$ cat config.mk
export PLATFORM = sky130hd
export DESIGN_NAME = dmem_arbiter
export DESIGN_NICKNAME = d
export VERILOG_FILES = /design/src/rtl/dmem_arb_pkg.sv /design/src/rtl/dmem_arbiter_if.sv /design/src/rtl/dmem_rr_arb2.sv /design/src/rtl/dmem_arbiter.sv
export SDC_FILE = /design/constraint.sdc
export NUM_CORES = 1
export LEC_CHECK = 0
export CORE_AREA = 4 4 92 94
export DETAILED_ROUTE_END_ITERATION = 10
export DIE_AREA = 0 0 96 98
export HOLD_SLACK_MARGIN = 0.03
export PLACE_DENSITY = 0.68
export SETUP_SLACK_MARGIN = 0.2
export SKIP_LAST_GASP = 1
export SLEW_MARGIN = 20
export SYNTH_ARGS = -nofsm -noshare
export SYNTH_HDL_FRONTEND = slang
export SYNTH_HIERARCHICAL = 1
export SYNTH_SLANG_ARGS = --single-unit
$ cat constraint.sdc
create_clock -name i_clk -period 1.8 [get_ports i_clk]
set_input_delay 0.18 -clock i_clk [delete_from_list [all_inputs] [get_ports i_clk]]
set_output_delay 0.18 -clock i_clk [all_outputs]
set_load 0.02 [all_outputs]
$ cat src/rtl/dmem_arb_pkg.sv
// Shared types for the data-memory arbiter: port identifiers and the
// registered read-response tag.
package dmem_arb_pkg;

    typedef enum logic {
        PORT_CORE = 1'b0,
        PORT_DBG  = 1'b1
    } port_id_e;

    typedef struct packed {
        logic     valid;
        port_id_e port;
    } resp_tag_t;

    localparam resp_tag_t RESP_TAG_IDLE = '{valid: 1'b0, port: PORT_CORE};

    function automatic port_id_e other_port(input port_id_e p);
        return (p == PORT_CORE) ? PORT_DBG : PORT_CORE;
    endfunction

endpackage

$ cat src/rtl/dmem_arbiter_if.sv
// Request/grant handshake between the two memory requesters and the
// round-robin arbiter core.
interface dmem_arbiter_if;

    logic c_req;
    logic d_req;
    logic c_gnt;
    logic d_gnt;

    modport master (output c_req, d_req, input c_gnt, d_gnt);
    modport slave  (input c_req, d_req, output c_gnt, d_gnt);

endinterface

$ cat src/rtl/dmem_rr_arb2.sv
// Two-way round-robin grant with a registered priority pointer; the pointer
// moves to the losing port only on conflict cycles.
module dmem_rr_arb2
    import dmem_arb_pkg::*;
(
    input  logic           i_clk,
    input  logic           i_rst_n,
    dmem_arbiter_if.slave  arb
);

    port_id_e ptr_q;
    port_id_e ptr_d;
    logic     conflict;

    assign conflict = arb.c_req && arb.d_req;

    always_ff @(posedge i_clk or negedge i_rst_n) begin
        if (!i_rst_n) ptr_q <= PORT_CORE;
        else          ptr_q <= ptr_d;
    end

    always_comb begin
        ptr_d = ptr_q;
        if (conflict) ptr_d = other_port(ptr_q);
    end

    // Grants are forced low during reset even though requests pass through.
    always_comb begin
        arb.c_gnt = 1'b0;
        arb.d_gnt = 1'b0;
        if (i_rst_n) begin
            if (conflict) begin
                arb.c_gnt = (ptr_q == PORT_CORE);
                arb.d_gnt = (ptr_q == PORT_DBG);
            end else begin
                arb.c_gnt = arb.c_req;
                arb.d_gnt = arb.d_req;
            end
        end
    end

endmodule

$ cat src/rtl/dmem_arbiter.sv
// Shares one data-memory port between the core MEM stage and the debug/loader
// port: combinational grant, command mux, one-cycle read-response routing.
module dmem_arbiter
    import dmem_arb_pkg::*;
#(
    parameter int P_DATA_WIDTH      = 32,
    parameter int P_DMEM_ADDR_WIDTH = 11
) (
    input  logic                         i_clk,
    input  logic                         i_rst_n,

    input  logic                         i_c_req,
    input  logic                         i_c_we,
    input  logic [P_DMEM_ADDR_WIDTH-1:0] i_c_addr,
    input  logic [P_DATA_WIDTH-1:0]      i_c_wdata,
    input  logic [2:0]                   i_c_f3,
    output logic                         o_c_gnt,
    output logic                         o_c_rvalid,
    output logic [P_DATA_WIDTH-1:0]      o_c_rdata,

    input  logic                         i_d_req,
    input  logic                         i_d_we,
    input  logic [P_DMEM_ADDR_WIDTH-1:0] i_d_addr,
    input  logic [P_DATA_WIDTH-1:0]      i_d_wdata,
    input  logic [2:0]                   i_d_f3,
    output logic                         o_d_gnt,
    output logic                         o_d_rvalid,
    output logic [P_DATA_WIDTH-1:0]      o_d_rdata,

    output logic                         o_dmem_we,
    output logic [P_DMEM_ADDR_WIDTH-1:0] o_dmem_addr,
    output logic [P_DATA_WIDTH-1:0]      o_dmem_wdata,
    output logic [2:0]                   o_dmem_f3,
    input  logic [P_DATA_WIDTH-1:0]      i_dmem_rdata,

    output logic                         o_stall_m
);

    dmem_arbiter_if arb_bus ();

    assign arb_bus.c_req = i_c_req;
    assign arb_bus.d_req = i_d_req;
    assign o_c_gnt       = arb_bus.c_gnt;
    assign o_d_gnt       = arb_bus.d_gnt;

    dmem_rr_arb2 u_rr_arb2 (
        .i_clk   (i_clk),
        .i_rst_n (i_rst_n),
        .arb     (arb_bus.slave)
    );

    assign o_stall_m = i_c_req && !arb_bus.c_gnt;

    always_comb begin
        o_dmem_we    = 1'b0;
        o_dmem_addr  = '0;
        o_dmem_wdata = '0;
        o_dmem_f3    = '0;
        if (arb_bus.c_gnt) begin
            o_dmem_we    = i_c_we;
            o_dmem_addr  = i_c_addr;
            o_dmem_wdata = i_c_wdata;
            o_dmem_f3    = i_c_f3;
        end else if (arb_bus.d_gnt) begin
            o_dmem_we    = i_d_we;
            o_dmem_addr  = i_d_addr;
            o_dmem_wdata = i_d_wdata;
            o_dmem_f3    = i_d_f3;
        end
    end

    resp_tag_t tag_q;
    resp_tag_t tag_d;

    always_comb begin
        tag_d = RESP_TAG_IDLE;
        if (arb_bus.c_gnt && !i_c_we)      tag_d = '{valid: 1'b1, port: PORT_CORE};
        else if (arb_bus.d_gnt && !i_d_we) tag_d = '{valid: 1'b1, port: PORT_DBG};
    end

    always_ff @(posedge i_clk or negedge i_rst_n) begin
        if (!i_rst_n) tag_q <= RESP_TAG_IDLE;
        else          tag_q <= tag_d;
    end

    assign o_c_rvalid = tag_q.valid && (tag_q.port == PORT_CORE);
    assign o_d_rvalid = tag_q.valid && (tag_q.port == PORT_DBG);
    assign o_c_rdata  = o_c_rvalid ? i_dmem_rdata : '0;
    assign o_d_rdata  = o_d_rvalid ? i_dmem_rdata : '0;

endmodule

==> results of run 1 <==
==> state kept, by name, summed over array words and instances (netlist names) <==
signal	count
u_rr_arb2/ptr_q	1
tag_q	2
==> layer usage <==
| layer | vias to the layer above | share of wire | track usage |
|---|---|---|---|
| met5 | - | 0 | 0 |
| met4 | 0 | 0.024 | 0.0405 |
| met2 | 139 | 0.56 | 0.329 |
| li1 | 1094 | - | - |
| met3 | 12 | 0.11 | 0.0578 |
| met1 | 1003 | 0.30 | 0.137 |
==> through the flow <==
step	area, sq um	TNS, ps	setup WS [ps]	hold slack, ps	instances
detailed placement	3720	-26100	-628	551	493
finish	3990	-1230	-71.8	61.7	516
CTS	3910	-267	-39.6	55.7	505
global route	3990	-3110	-111	70.5	516
floorplan	1140	0	243	-116	152
global placement	3720	-24500	-592	525	493
==> worst reg2reg max path, stage by stage, from the launching register on <==
cell,delay [ps]
dfrtp_2,420
a21oi_4,210
buf_4,180
buf_4,120
inv_1,30
o21ai_0,160
==> placed cells by master (no fill, tap or decap), types with 3 or more instances in the layout <==
cell and count:
a22o_1 42, a22o_4 4, and2_1 33, and3_1 32
buf_12 4, buf_16 3, buf_2 4, buf_4 24
buf_6 39, clkbuf_16 4, clkbuf_2 23, clkbuf_8 3
clkdlybuf4s15_2 10, clkdlybuf4s50_1 126, dlygate4sd2_1 37, nand2_1 5
==> cell type report <==
cell class	instances	share of cell area
repair buffers	278	0.694
multi-input cells	126	0.241
well taps	102	0.0320
flip-flops and latches	3	0.0195
clock buffers	4	0.0113
inverters	3	0.00282
==> worst max-delay path by stage <==
stage,from,end,slack [ps],depth (start not counted)
floorplan,u_rr_arb2/ptr_q$_DFFE_PN0P_,o_dmem_addr[0],240,6
global placement,i_d_req,o_dmem_wdata[0],-590,7
detailed placement,i_d_req,o_dmem_wdata[0],-630,7
CTS,u_rr_arb2/ptr_q$_DFFE_PN0P_,o_dmem_wdata[11],-40,7
global route,u_rr_arb2/ptr_q$_DFFE_PN0P_,o_dmem_wdata[11],-110,7
finish,u_rr_arb2/ptr_q$_DFFE_PN0P_,o_dmem_wdata[0],-70,7
==> where the power goes <==
part	leakage, nW	switching (mW)	internal (mW)
clock	0.0228	0.0468	0.151
sequential	0.0359	0.0224	0.0863
combinational	1.97	0.659	0.860
==> cell families after synthesis <==
logic type / count (synthesis)
simple gates: 74
flops: 3
compound gates: 51
buf+inv: 23
xor+xnor: 1
==> timing repair <==
item / 4_1_cts / 5_1_grt
buffers inserted: 5 / 6
hold endpoints to repair: 0 / 0
hold buffers: 0 / 0
cloned: 3 / 5
pin swaps: 2 / 8
endpoints found under the setup margin: 116 / 90
gates resized for setup: 330 / 96
==> impl_results.md, run 1 <==
* Initial Util at 0.146
* Fin nets at 545
* EDFF count, synth at 0
* Post-synth top cells: a22o_1 (46), and2_1 (33), and3_1 (32), clkbuf_1 (9), buf_6 (6)
* Input/output buffers at 245
* FF+latch count, synth at 3
* Synth Area in Compound Gates at 0.383
* Final setup viols at 39
* Bufs and invs on worst path at 4
* Clock transition at path regs at 30 ps
* Share of cells above drive strength 1 at 0.307
* Post-synth ARST share at 1.00
* Area grow syn2layout at 257%
* Vias in the first global route at 2,184
* Final total power at 1.83 mW
* R2R Setup Slk at 580 ps
* Wire length per cell at 16.8 um
* Area share of the largest cell type after synthesis at 0.361
* Unrepaired setup endpoints after global routing: true
* Kind of cell adding the most delay to the critical path: buffers and inverters
* Crit path max-delay cell type: dfrtp_2
* Antenna Violating Nets Remaining at 0
* Leakage at 2.03 nW
* Final period util at 1.04
* Syn Inst Count at 152
* Clk_lat worst skew at 220 ps
* Total Wirelength at 8.68 mm
* Vias at 2,248
* Core area at 7650 sq um
* Max-Cap Viols at 0
* Syn. warnings at 6
* RR Startpoint: u_rr_arb2/ptr_q$_DFFE_PN0P_
* Die Ht at 98 um
* Register area share after synthesis at 0.0672
* Post-route setup slack at -71.8 ps
* Routability Congestion at 0.852
* Total grt overflow at 0
* Final hold vios at 0
* I/O pin total at 246
* First-iteration detailed-routing DRC count at 48
* CTS Buf Count at 3
* Largest family of logic cells by synthesized area: simple AND/OR/NAND/NOR gates
* CP Cell Sequence: a21oi_4 > nor2b_4 > buf_12 > buf_12 > buf_16 > a22o_4 > buf_6
* Post-DP HPWL at 7.05 mm
* Multi-input logic area at 960 sq um
* Diode count at 0
* Worst Skew at 1.37 ps
* Largest area contributor in the synthesized netlist: a22o_1
* CP Data Required Time at 1620 ps
* Tmin final at 1870 ps
* First-pass GRT wire length at 11.6 mm
* Row count at 32
* CTS tree: yes
* H-tree depth at 1
* Worst Path Arrival at 1690 ps
* Tightest Pin Transition at 237 ps
* Status: complete, but fails checks
* Slew Limit Headroom at 0.843
* Startpoint Class: flip-flop
* Syn Area/Cell at 7.35 sq um
* Pin count of the biggest net entering global routing at 36
* # DRC at 0
* Clock tree sinks at 3
* Predominant post-synthesis flop cell: dfrtp_1
* CP Capture Type: output pin
* Adder-Cell Fraction of Synth Area at 0
* Cell mode on critical path: buf_12
* Failing checks: negative setup slack
* Fill cells at 728
* Slowest stage delay, CP at 420 ps
* Die ar. at 9410 sq um
* Global Route Usage Sum at 0.160
* Post-Syn Area at 1120 sq um
* Antenna violations before repair at 0
* VDD IR max at 0.000226 V
* Reg-to-Reg End: tag_q[1]$_DFF_PN0_
* Count leader, synth: a22o_1
* Die width at 96 um
* FMAX at 534 MHz
* Netlist cell types at 17
* Syn Nets at 282
* Synth Area in XOR/XNOR at 0.00784
* Via/cell ratio at 4.36
* Simple-gate area share of the yosys netlist at 0.417
* HP Class: primary input to asynchronous set/reset pin
* P per Cell Area at 458 nW/um^2
* Maximum buffer depth of the clock tree at 2
* Post-synthesis mux area share at 0
* Register Area at 77.6 sq um
* Synth top area cells: a22o_1 (36%), and2_1 (18%), and3_1 (18%)
* Max-slew violation count at 0
* Clock root cell: clkbuf_8
* CP Class: flip-flop to output pin
* Util after Layout at 0.521
* Worst-path maximum fanout at 6
* Worst r2r path cells at 5
* Drt pass-1 iters at 4
No activity file was read; power rests on OpenSTA's default activity.
==> inputs of run 2 (changes only) <==
--- a/config.mk
+++ b/config.mk
@@ -5,14 +5,13 @@
 export SDC_FILE = /design/constraint.sdc
 export NUM_CORES = 1
 export LEC_CHECK = 0
-export CORE_AREA = 4 4 92 94
+export CORE_AREA = 2 2 95 97
 export DETAILED_ROUTE_END_ITERATION = 10
-export DIE_AREA = 0 0 96 98
+export DIE_AREA = 0 0 97 99
 export HOLD_SLACK_MARGIN = 0.03
-export PLACE_DENSITY = 0.68
 export SETUP_SLACK_MARGIN = 0.2
 export SKIP_LAST_GASP = 1
-export SLEW_MARGIN = 20
+export SLEW_MARGIN = 10
 export SYNTH_ARGS = -nofsm -noshare
 export SYNTH_HDL_FRONTEND = slang
 export SYNTH_HIERARCHICAL = 1
==> impl_results.md, run 2 (same netlist as run 1, synthesis figures left out) <==
* Die width at 97 um
* Max-Cap Viols at 0
* P per Cell Area at 466 nW/um^2
* Max-slew violation count at 0
* Clock transition at path regs at 30 ps
* Startpoint Class: flip-flop
* Register Area at 75.1 sq um
* Clock tree sinks at 3
* # DRC at 0
* Most frequent cells in the layout: clkdlybuf4s50_1 (126), buf_6 (55), a22o_1 (46)
* Initial Util at 0.131
* CP Cell Sequence: a21oi_4 > buf_6 > buf_8 > buf_12 > buf_16 > a22o_1 > buf_6
* Crit path max-delay cell type: dfrtp_1
* Final period util at 1.03
* Routability Congestion at 0.860
* Area grow syn2layout at 282%
* Slew Limit Headroom at 0.848
* Wire length per cell at 16.7 um
* Reg with most FFs: tag_q
* Final setup viols at 21
* Unrepaired setup endpoints after global routing: true
* Status: complete, but fails checks
* Clock root cell: clkbuf_8
* Row count at 34
* Failing checks: negative setup slack
* Vias at 2,328
* Antenna violations before repair at 2
* Die ar. at 9600 sq um
* Dpl cells at 498
* CP Capture Type: output pin
* Pin count of the biggest net entering global routing at 34
* HP Class: primary input to asynchronous set/reset pin
* Non-Filler Instances at 529
* Global Route Usage Sum at 0.168
* Core area at 8550 sq um
* Util after Layout at 0.499
* Layer with the highest usage: met2
* Fill cells at 806
* Via/cell ratio at 4.40
* WHS at 37.5 ps
* Cell mode on critical path: buf_6
* Antenna Violating Nets Remaining at 0
* First-pass GRT wire length at 12.8 mm
* Leakage at 2.26 nW
* Post-DP HPWL at 6.26 mm
* Largest register FFs at 2
* GR Layer Usage met1 at 0.176
* Worst Path Arrival at 1670 ps
* Met3 GRT Util at 0.0504
* Post-route setup slack at -45.0 ps
* Worst Skew at 2.34 ps
* Multi-input logic area at 956 sq um
* Tightest Pin Transition at 228 ps
* Share of cells above drive strength 1 at 0.308
* I/O pin total at 246
* M2 GR Usage at 0.327
* Clk_lat worst skew at 220 ps
* Slowest stage delay, CP at 430 ps
* Total Wirelength at 8.86 mm
* CTS tree: yes
* CTS Buf Count at 3
* Final hold vios at 0
* Tmin final at 1850 ps
* Die Ht at 99 um
* Commonest non-fill, non-tap cell in the layout: clkdlybuf4s50_1
* H-tree depth at 1
* Regs by FF count: tag_q x2, u_rr_arb2/ptr_q x1
* Total grt overflow at 0
* FMAX at 542 MHz
* Maximum buffer depth of the clock tree at 2
* Input/output buffers at 245
* Drt pass-1 iters at 4
* Fin nets at 550
* CP Class: flip-flop to output pin
* Hold_buf cts at 0
* First-iteration detailed-routing DRC count at 49
* Vias in the first global route at 2,362
* Worst-path maximum fanout at 6
* VDD IR max at 0.000186 V
* CP Data Required Time at 1620 ps
==> run 2: through the flow <==
stage	setup TNS (ps)	area (sq um)	worst slack (ps)	power, mW
2_1_floorplan	0	1140	243	0.691
3_3_place_gp	-24120	3720	-555	1.44
3_5_place_dp	-24840	3720	-554	1.45
4_1_cts	-268	4250	-30.8	1.96
5_1_grt	-2360	4260	-116	2.08
6_report	-326	4260	-45.0	1.99
==> run 2: final timing paths <==
| kind | slack [ps] | start | cells past startpoint | end |
|---|---|---|---|---|
| hold reg to reg | 680 | u_rr_arb2/ptr_q$_DFFE_PN0P_ | 2 | u_rr_arb2/ptr_q$_DFFE_PN0P_ |
| max in group asynchronous | 1670 | i_rst_n | 2 | tag_q[1]$_DFF_PN0_ |
| hold / removal | 40 | i_rst_n | 2 | u_rr_arb2/ptr_q$_DFFE_PN0P_ |
| min in group i_clk | 470 | i_c_req | 3 | u_rr_arb2/ptr_q$_DFFE_PN0P_ |
| setup / recovery | -50 | u_rr_arb2/ptr_q$_DFFE_PN0P_ | 7 | o_dmem_wdata[15] |
| setup reg to reg | 520 | u_rr_arb2/ptr_q$_DFFE_PN0P_ | 6 | tag_q[1]$_DFF_PN0_ |
==> run 2: routing by layer <==
metal	wire length, um	up-vias
met5	0	-
met4	117	0
met3	800	7
met2	4750	140
met1	3190	1067
li1	-	1114
==> run 2: critical path, delay by kind of cell, from the launching register on <==
kind / cells / cell delay (ps)
DFF: 1 / 430
AOI/OAI and AO/OA: 2 / 350
buffers and inverters: 5 / 650
==> run 2: cell type report <==
type                            count  share of cell area
Timing Repair Buffer              283               0.712
Tap cell                          108              0.0317
Antenna cell                        2             0.00117
Sequential cell                     3              0.0176
Multi-Input combinational cell    126               0.224
Clock buffer                        4              0.0106
Inverter                            3             0.00264
==> run 2: power breakdown <==
part	internal [mW]	switching, mW	leakage, nW
Combinational	0.969	0.702	2.19
Clock	0.152	0.0559	0.0228
Sequential	0.0836	0.0227	0.0385
Total	1.20	0.780	2.26
==> run 2: what timing repair did <==
| item | in CTS | in global routing |
|---|---|---|
| pin swaps | 8 | 11 |
| cloned | 11 | 0 |
| setup endpoints to repair | 115 | 95 |
| buffers inserted | 11 | 3 |
| hold endpoints to repair | 0 | 0 |
| gates resized for setup | 397 | 60 |
